===== config.mk =====
export PLATFORM = sky130hd
export DESIGN_NAME = counter_mod_updown_flat
export DESIGN_NICKNAME = d
export VERILOG_FILES = /design/src/rtl/counter_mod_updown_pkg.sv /design/src/rtl/counter_mod_updown_if.sv /design/src/rtl/counter_mod_updown_tick_prescaler.sv /design/src/rtl/counter_mod_updown.sv /design/src/flat_wrapper.sv
export SDC_FILE = /design/constraint.sdc
export NUM_CORES = 1
export LEC_CHECK = 0
export CORE_UTILIZATION = 41
export CTS_CLUSTER_SIZE = 8
export DETAILED_ROUTE_END_ITERATION = 6
export PLACE_DENSITY = 0.81
export SETUP_SLACK_MARGIN = 0.3
export SLEW_MARGIN = 20
export SYNTH_ARGS = -nofsm -noshare
export SYNTH_HDL_FRONTEND = slang
export SYNTH_SLANG_ARGS = --single-unit

===== constraint.sdc =====
create_clock -name clk -period 1.8 [get_ports clk]
set_input_delay 0.36 -clock clk [delete_from_list [all_inputs] [get_ports clk]]
set_output_delay 0.36 -clock clk [all_outputs]
set_load 0.1 [all_outputs]

===== src/rtl/counter_mod_updown_pkg.sv =====
// Shared constants and elaboration helpers for the modulo up/down counter.
package counter_mod_updown_pkg;

    localparam logic DIR_UP = 1'b1;
    localparam logic DIR_DN = 1'b0;

    localparam int MODE_WRAP = 0;
    localparam int MODE_SAT  = 1;

    // Ceiling log2; clog2(1) is 0, so callers needing a register width clamp to 1.
    function automatic int clog2(input int value);
        int result;
        int v;
        result = 0;
        v      = value - 1;
        while (v > 0) begin
            result = result + 1;
            v      = v >>> 1;
        end
        return result;
    endfunction

endpackage


===== src/rtl/counter_mod_updown_if.sv =====
// Control and status bundle of one counter stage; the stage itself takes the slave side.
interface counter_mod_updown_if #(
    parameter int N = 8
);

    logic         en;
    logic         dir;
    logic         clr;
    logic         load;
    logic [N-1:0] load_val;
    logic [N-1:0] q;
    logic         tc;
    logic         co;
    logic         wrapped;

    modport master (
        output en, dir, clr, load, load_val,
        input  q, tc, co, wrapped
    );

    modport slave (
        input  en, dir, clr, load, load_val,
        output q, tc, co, wrapped
    );

endinterface


===== src/rtl/counter_mod_updown_tick_prescaler.sv =====
// Clock-enable divider: step pulses on every PRESCALE-th enabled cycle; combinational step.
module counter_mod_updown_tick_prescaler
    import counter_mod_updown_pkg::*;
#(
    parameter int PRESCALE = 1
) (
    input  logic clk,
    input  logic rst,
    input  logic en,
    input  logic restart,
    output logic step
);

    localparam int PW = (clog2(PRESCALE) < 1) ? 1 : clog2(PRESCALE);
    localparam logic [PW-1:0] LAST_PHASE = PW'(PRESCALE - 1);
    localparam logic [PW-1:0] PHASE_ONE  = PW'(1);

    if (PRESCALE < 1) begin : g_bad_prescale
        $error("counter_mod_updown_tick_prescaler: PRESCALE must be >= 1");
    end

    logic [PW-1:0] phase_q;
    logic [PW-1:0] phase_d;

    assign step = en && (phase_q == LAST_PHASE);

    // restart realigns the divider with a cleared or freshly loaded count
    always_comb begin
        phase_d = phase_q;
        if (restart) begin
            phase_d = '0;
        end else if (en) begin
            phase_d = step ? '0 : phase_q + PHASE_ONE;
        end
    end

    always_ff @(posedge clk or posedge rst) begin
        if (rst) begin
            phase_q <= '0;
        end else begin
            phase_q <= phase_d;
        end
    end

endmodule


===== src/rtl/counter_mod_updown.sv =====
// Modulo-MODULO up/down counter with wrap/saturate, clear, load, prescaler and cascade carry.
// q updates on the edge sampling step; tc/co are combinational so a chained stage steps on the same edge.
module counter_mod_updown
    import counter_mod_updown_pkg::*;
#(
    parameter int N        = 8,
    parameter int MODULO   = 256,
    parameter int PRESCALE = 1,
    parameter int SAT      = MODE_WRAP
) (
    input  logic clk,
    input  logic rst,
    counter_mod_updown_if.slave bus
);

    if (N < 1 || N > 30) begin : g_bad_width
        $error("counter_mod_updown: N must be in 1..30");
    end
    if (MODULO < 2 || MODULO > (1 << N)) begin : g_bad_modulo
        $error("counter_mod_updown: MODULO must satisfy 2 <= MODULO <= 2**N");
    end
    if (PRESCALE < 1) begin : g_bad_prescale
        $error("counter_mod_updown: PRESCALE must be >= 1");
    end
    if (SAT != MODE_WRAP && SAT != MODE_SAT) begin : g_bad_sat
        $error("counter_mod_updown: SAT must be 0 (wrap) or 1 (saturate)");
    end

    // Compares and arithmetic run one bit wider so MODULO == 2**N needs no special case.
    localparam logic [N:0] LAST_EXT = (N + 1)'(MODULO - 1);
    localparam logic [N:0] ONE_EXT  = (N + 1)'(1);
    localparam logic [N-1:0] LAST   = LAST_EXT[N-1:0];

    logic [N-1:0] q_q;
    logic [N-1:0] q_d;
    logic         wrapped_q;
    logic         wrapped_d;
    logic         step;
    logic         restart;
    logic         up;
    logic         at_max;
    logic         at_zero;
    logic         tc;

    assign up      = (bus.dir == DIR_UP);
    assign at_max  = ({1'b0, q_q} == LAST_EXT);
    assign at_zero = (q_q == '0);
    assign tc      = up ? at_max : at_zero;
    assign restart = bus.clr | bus.load;

    counter_mod_updown_tick_prescaler #(
        .PRESCALE (PRESCALE)
    ) u_prescaler (
        .clk     (clk),
        .rst     (rst),
        .en      (bus.en),
        .restart (restart),
        .step    (step)
    );

    always_comb begin
        q_d       = q_q;
        wrapped_d = wrapped_q;
        if (bus.clr) begin
            q_d       = '0;
            wrapped_d = 1'b0;
        end else if (bus.load) begin
            q_d = ({1'b0, bus.load_val} > LAST_EXT) ? LAST : bus.load_val;
        end else if (step) begin
            if (tc) begin
                wrapped_d = 1'b1;
                if (SAT == MODE_WRAP) begin
                    q_d = up ? '0 : LAST;
                end
            end else if (up) begin
                q_d = N'({1'b0, q_q} + ONE_EXT);
            end else begin
                q_d = N'({1'b0, q_q} - ONE_EXT);
            end
        end
    end

    always_ff @(posedge clk or posedge rst) begin
        if (rst) begin
            q_q       <= '0;
            wrapped_q <= 1'b0;
        end else begin
            q_q       <= q_d;
            wrapped_q <= wrapped_d;
        end
    end

    assign bus.q       = q_q;
    assign bus.tc      = tc;
    // Gated by rst so a downstream stage never sees a carry while this one is held in reset.
    assign bus.co      = step & tc & ~rst;
    assign bus.wrapped = wrapped_q;

endmodule


===== src/flat_wrapper.sv =====
// flat-port wrapper written by rule: the top's interface ports become plain ports
module counter_mod_updown_flat import counter_mod_updown_pkg::*;
#(
    parameter int N        = 8,
    parameter int MODULO   = 256,
    parameter int PRESCALE = 1,
    parameter int SAT      = MODE_WRAP
)
  (clk, rst, bus_en, bus_dir, bus_clr, bus_load, bus_load_val, bus_q, bus_tc, bus_co, bus_wrapped);
  counter_mod_updown_if #(.N(N)) bus_i ();
  input  logic clk;
  input  logic rst;
  input wire logic [$bits(bus_i.en)-1:0] bus_en;
  input wire logic [$bits(bus_i.dir)-1:0] bus_dir;
  input wire logic [$bits(bus_i.clr)-1:0] bus_clr;
  input wire logic [$bits(bus_i.load)-1:0] bus_load;
  input wire logic [$bits(bus_i.load_val)-1:0] bus_load_val;
  output wire logic [$bits(bus_i.q)-1:0] bus_q;
  output wire logic [$bits(bus_i.tc)-1:0] bus_tc;
  output wire logic [$bits(bus_i.co)-1:0] bus_co;
  output wire logic [$bits(bus_i.wrapped)-1:0] bus_wrapped;
  assign bus_i.en = bus_en;
  assign bus_i.dir = bus_dir;
  assign bus_i.clr = bus_clr;
  assign bus_i.load = bus_load;
  assign bus_i.load_val = bus_load_val;
  assign bus_q = bus_i.q;
  assign bus_tc = bus_i.tc;
  assign bus_co = bus_i.co;
  assign bus_wrapped = bus_i.wrapped;
  counter_mod_updown #(.N(N), .MODULO(MODULO), .PRESCALE(PRESCALE), .SAT(SAT)) u_core (.clk(clk), .rst(rst), .bus(bus_i));
endmodule

==> impl_metrics.py, run 1 <==
metrics = {
    "outcome": {
        "status": "stopped before the end",
        "stop_stage": "global routing",
        "error_line": "[ERROR DPL-0038] Utilization greater than 100%, impossible to legalize",
    },
    "placement": {
        "dp.final_hpwl_um": 2390,
        "dpl_worst_slack_ps": -607,
        "gp_congestion": 0.853,
        "postPlaceCellArea_mm2": 0.00147,
        "io_buffers": 24,
    },
    "synthesis": {
        "yosysTopAreaCellShare_pct": 29.9,
        "ys_seq_area_share_pct": 29.9,
        "synth_flop_cell": "dfrtp_1",
        "synth_edf_count": 0,
        "synth_nets": 124,
        "async_flop_share_pct": 100,
        "yosys-top-cells-area": "dfrtp_1, ha_1, a21oi_1",
        "synth_cells": 103,
        "ys.warnings.count": 0,
        "synth.cell_area_um2": 838,
        "syn_area_per_cell_um2": 8.14,
        "synth_seq_cells": 10,
        "ys_types": 35,
        "yosys.area.top_type": "dfrtp_1",
    },
    "cts": {
        "htree_num_levels": 1,
        "cts_sinks": 10,
        "cts_max_path_buffers": 2,
        "numCtsBuffers": 3,
        "cts_root_buffer": "clkbuf_4",
        "ctsHoldBuffers": 0,
    },
    "floorplan": {
        "dieHeight_um": 47.2,
        "start_util_pct": 46.0,
        "die_width_um": 47.2,
        "io_pins": 25,
        "rows": 15,
    },
    "timing": {
        "grt_worst_setup_endpoint": "bus_co",
        "worstEpCategory": "top-level output",
    },
    "grt": {
        "grt_max_degree": 11,
    },
}
## Yosys cell counts, types with 3 or more instances
| cell | n |
|---|---|
| nand2b_1 | 3 |
| nand2_1 | 11 |
| nor3_1 | 3 |
| nor2_1 | 12 |
| nor2b_1 | 4 |
| xor2_1 | 3 |
| dfrtp_1 | 10 |
| inv_1 | 6 |
| a22oi_1 | 3 |
| ha_1 | 6 |
| o21ai_0 | 5 |
| a21oi_1 | 9 |
## metrics by stage
step                std cells  setup TNS (ps)  util, %
global placement          179           -3440     80.7
detailed placement        179           -4050     80.7
CTS                       188            -633     92.1
floorplan                 103            -783        -
## cells by family after synthesis
logic type | synth area share, %
flip-flops | 29.9
adder cells (fa/ha/maj) | 11.3
AND/OR/NAND/NOR | 24.5
AO/OA/AOI/OAI | 24.5
buffers and inverters | 4.63
XOR/XNOR | 5.22
## timing repair
| action | 4_1_cts |
|---|---|
| setup buffers | 6 |
| setup endpoints to repair | 10 |
| pin swaps | 12 |
| resized for setup | 34 |
| cloned | 0 |
==> inputs of run 2 (changes only) <==
- CORE_AREA: not set -> 2 2 63 65
- CORE_UTILIZATION: 41 -> not set
- CTS_CLUSTER_SIZE: 8 -> not set
- DIE_AREA: not set -> 0 0 65 67
- PLACE_DENSITY: 0.81 -> not set
- PLACE_DENSITY_LB_ADDON: not set -> 0.15
- SETUP_SLACK_MARGIN: 0.3 -> not set
- clock period: 1.8 -> 2.3 ns (I/O delays scaled with it)
==> impl_metrics.py, run 2 <==
metrics = {
    "routing": {
        "drtIter0Drc": 53,
        "final_antenna_net_count": 0,
        "vias": 928,
        "via_per_inst": 4.81,
        "drc": 0,
        "routedWlPerCell_um": 13.1,
        "finalWirelength_um": 2520,
        "first_pass_iters": 4,
    },
    "synthesis": {
        "synth_seq_cells": 10,
        "synth.cell_area_um2": 838,
        "yosys-top-cells-area": "dfrtp_1, ha_1, a21oi_1",
        "synth_common_cells": "nor2_1, nand2_1, dfrtp_1, a21oi_1",
        "synth_edf_count": 0,
        "yosys.area.top_type": "dfrtp_1",
        "ys_types": 35,
        "syn_area_per_cell_um2": 8.14,
        "yosysMostFrequentCell": "nor2_1",
        "synth_cells": 103,
        "synth_flop_cell": "dfrtp_1",
        "yosysTopAreaCellShare_pct": 29.9,
        "ys_seq_area_share_pct": 29.9,
        "async_flop_share_pct": 100,
        "ys.warnings.count": 0,
        "synth_nets": 124,
    },
    "worst_setup_path": {
        "crit_type": "register to output pin",
        "r2r_end": "u_core.bus.q[6]$_DFFE_PP0P_",
        "slowest_stage": "dfrtp_4",
        "start_kind": "register",
        "slowest_delay_ps": 520,
        "required_ps": 1840,
        "critPathBufInv": 1,
        "path_cells": "nor4_1 > nand3_1 > nand2b_4 > nand2_4 > nor2_4 > buf_12",
        "end_kind": "output pin",
        "cp_top_family": "simple AND/OR/NAND/NOR gates",
        "arrival_ps": 1720,
        "reg2reg_depth": 7,
        "rrSetupSlack_ps": 360,
        "r2r_start": "u_core.bus.q[0]$_DFFE_PP0P_",
        "cp_max_fo": 6,
    },
    "pwr": {
        "leakagePower_nw": 0.613,
        "clockPowerShare_pct": 23.2,
        "power_density_mw_per_mm2": 727,
        "peakVddDrop_mv": 0.277,
        "seq_power_share_pct": 24.7,
        "power.internal_w": 0.000540,
        "p_total_w": 0.000994,
        "swShare_pct": 45.6,
        "pwr-share-comb_pct": 52.1,
        "p_sw_w": 0.000454,
    },
    "placement": {
        "postPlaceCellArea_mm2": 0.00128,
        "io_buffers": 24,
        "gp_congestion": 0.858,
        "placed_cells": 188,
        "dp.final_hpwl_um": 1970,
    },
    "floorplan": {
        "die_width_um": 65,
        "io_pins": 25,
        "rows": 22,
        "dieArea_mm2": 0.00436,
        "start_util_pct": 23.2,
        "dieHeight_um": 67,
        "core-area_mm2": 0.00361,
    },
    "cells_and_area": {
        "final_cell_count_no_fill": 193,
        "layout_commonest_cell": "buf_4",
        "final_core_util_pct": 37.9,
        "diodes": 0,
        "drive_above_1_share_pct": 32.4,
        "areaGrowthSynthToFinish_pct": 63.0,
        "nets": 167,
        "final_area_mm2": 0.00137,
        "largest_reg_flops": 8,
        "final_cell_mix": "buf_4, clkdlybuf4s50_1, nor2_1, nand2_1, a21oi_1",
    },
    "cts": {
        "clkLatencyLatePin_ps": 240,
        "clkSlewWorstSetupHoldPaths_ps": 50,
        "ctsHoldBuffers": 0,
        "cts_root_buffer": "clkbuf_8",
        "numCtsBuffers": 3,
        "cts_sinks": 10,
        "cts_max_path_buffers": 2,
        "cts_tree": "done",
        "htree_num_levels": 1,
    },
    "hold_path": {
        "min-delay-start": "u_core.bus.wrapped$_DFFE_PP0P_",
        "min_path_type": "register to register",
        "hold_end": "u_core.bus.wrapped$_DFFE_PP0P_",
        "whs_path_depth": 2,
    },
    "timing": {
        "min_period_over_period_pct": 94.7,
        "setup_violations": 0,
        "slew_headroom_pct": 72.9,
        "tightest_slew_ps": 407,
        "hold_violations": 0,
        "rsz0062_at_grt": "no",
        "clock.fmax_ghz": 0.459,
        "finalMaxSlewViolations": 0,
        "skew_ps": 5.16,
        "min_period_ps": 2180,
    },
    "grt": {
        "antenna_found_initial": 0,
        "grt_max_degree": 11,
        "grt_pass1_wl_um": 4110,
        "grt-ovfl-total": 0,
        "gr-usage-all-layers_pct": 12.6,
        "first_global_vias": 895,
    },
    "outcome": {
        "status": "finished, final reports clean",
    },
    "run": {
        "max-cap-violations": 0,
    },
}
-- run 2: cell counts after synthesis --
No cell type changed its count.
-- run 2: what timing repair did --
action / in CTS / in global routing
setup endpoints to repair: 2 / 2
gates resized for setup: 1 / 4
pin swaps: 1 / 2
setup buffers: 0 / 1
-- run 2: kinds of logic after synthesis --
group	synth area share, %
simple gates	24.5
compound gates	24.5
flops	29.9
buf+inv	4.63
fa+ha+maj	11.3
xor+xnor	5.22
-- run 2: stage by stage --
stage,setup TNS (ps),hold slack (ps),setup slack (ps)
after floorplan,-75.3,300,-75.3
after global placement,-435,494,-143
after detailed placement,-416,510,-146
after CTS,0,523,24.5
after global routing,0,555,16.0
final,0,509,122
-- run 2: final cells by class --
type                    instances  area [um2]
inverters                       6        22.5
repair buffers                 41         372
clock buffers                   4        55.1
multi-input cells              84         584
fillers                       376        2240
flip-flops and latches         10         273
well taps                      48        60.1
-- run 2: power by group through the flow --
stage               Sequential, W  Combinational [W]  Clock (W)
floorplan                0.000399           0.000205          0
global placement         0.000250           0.000503          0
detailed placement       0.000248           0.000503          0
CTS                      0.000245           0.000507   0.000236
global route             0.000250           0.000558   0.000242
finish                   0.000246           0.000517   0.000231
-- run 2: worst max path at each step --
stage	start	to	cells past startpoint
after CTS	bus_dir	bus_co	8
after floorplan	u_core.bus.q[7]$_DFFE_PP0P_	bus_co	6
after global placement	bus_dir	u_core.bus.q[6]$_DFFE_PP0P_	8
final	u_core.bus.q[0]$_DFFE_PP0P_	bus_co	6
after global routing	u_core.bus.q[0]$_DFFE_PP0P_	bus_co	6
after detailed placement	bus_dir	u_core.bus.q[7]$_DFFE_PP0P_	8
-- run 2: tightest hold or removal path: stages (launching register included) --
cell and delay (ps):
dfrtp_1 340, a31oi_1 40, nor2_1 80
-- run 2: per-layer routing --
metal  vias to the layer above  track usage, %  wire (um)
li1                        458               -          -
met2                        24            20.9       1200
met4                         0            6.91         63
met5                         -               0          0
met1                       440            15.5       1150
met3                         6            2.03        105
(Power assumes the default switching activity.)
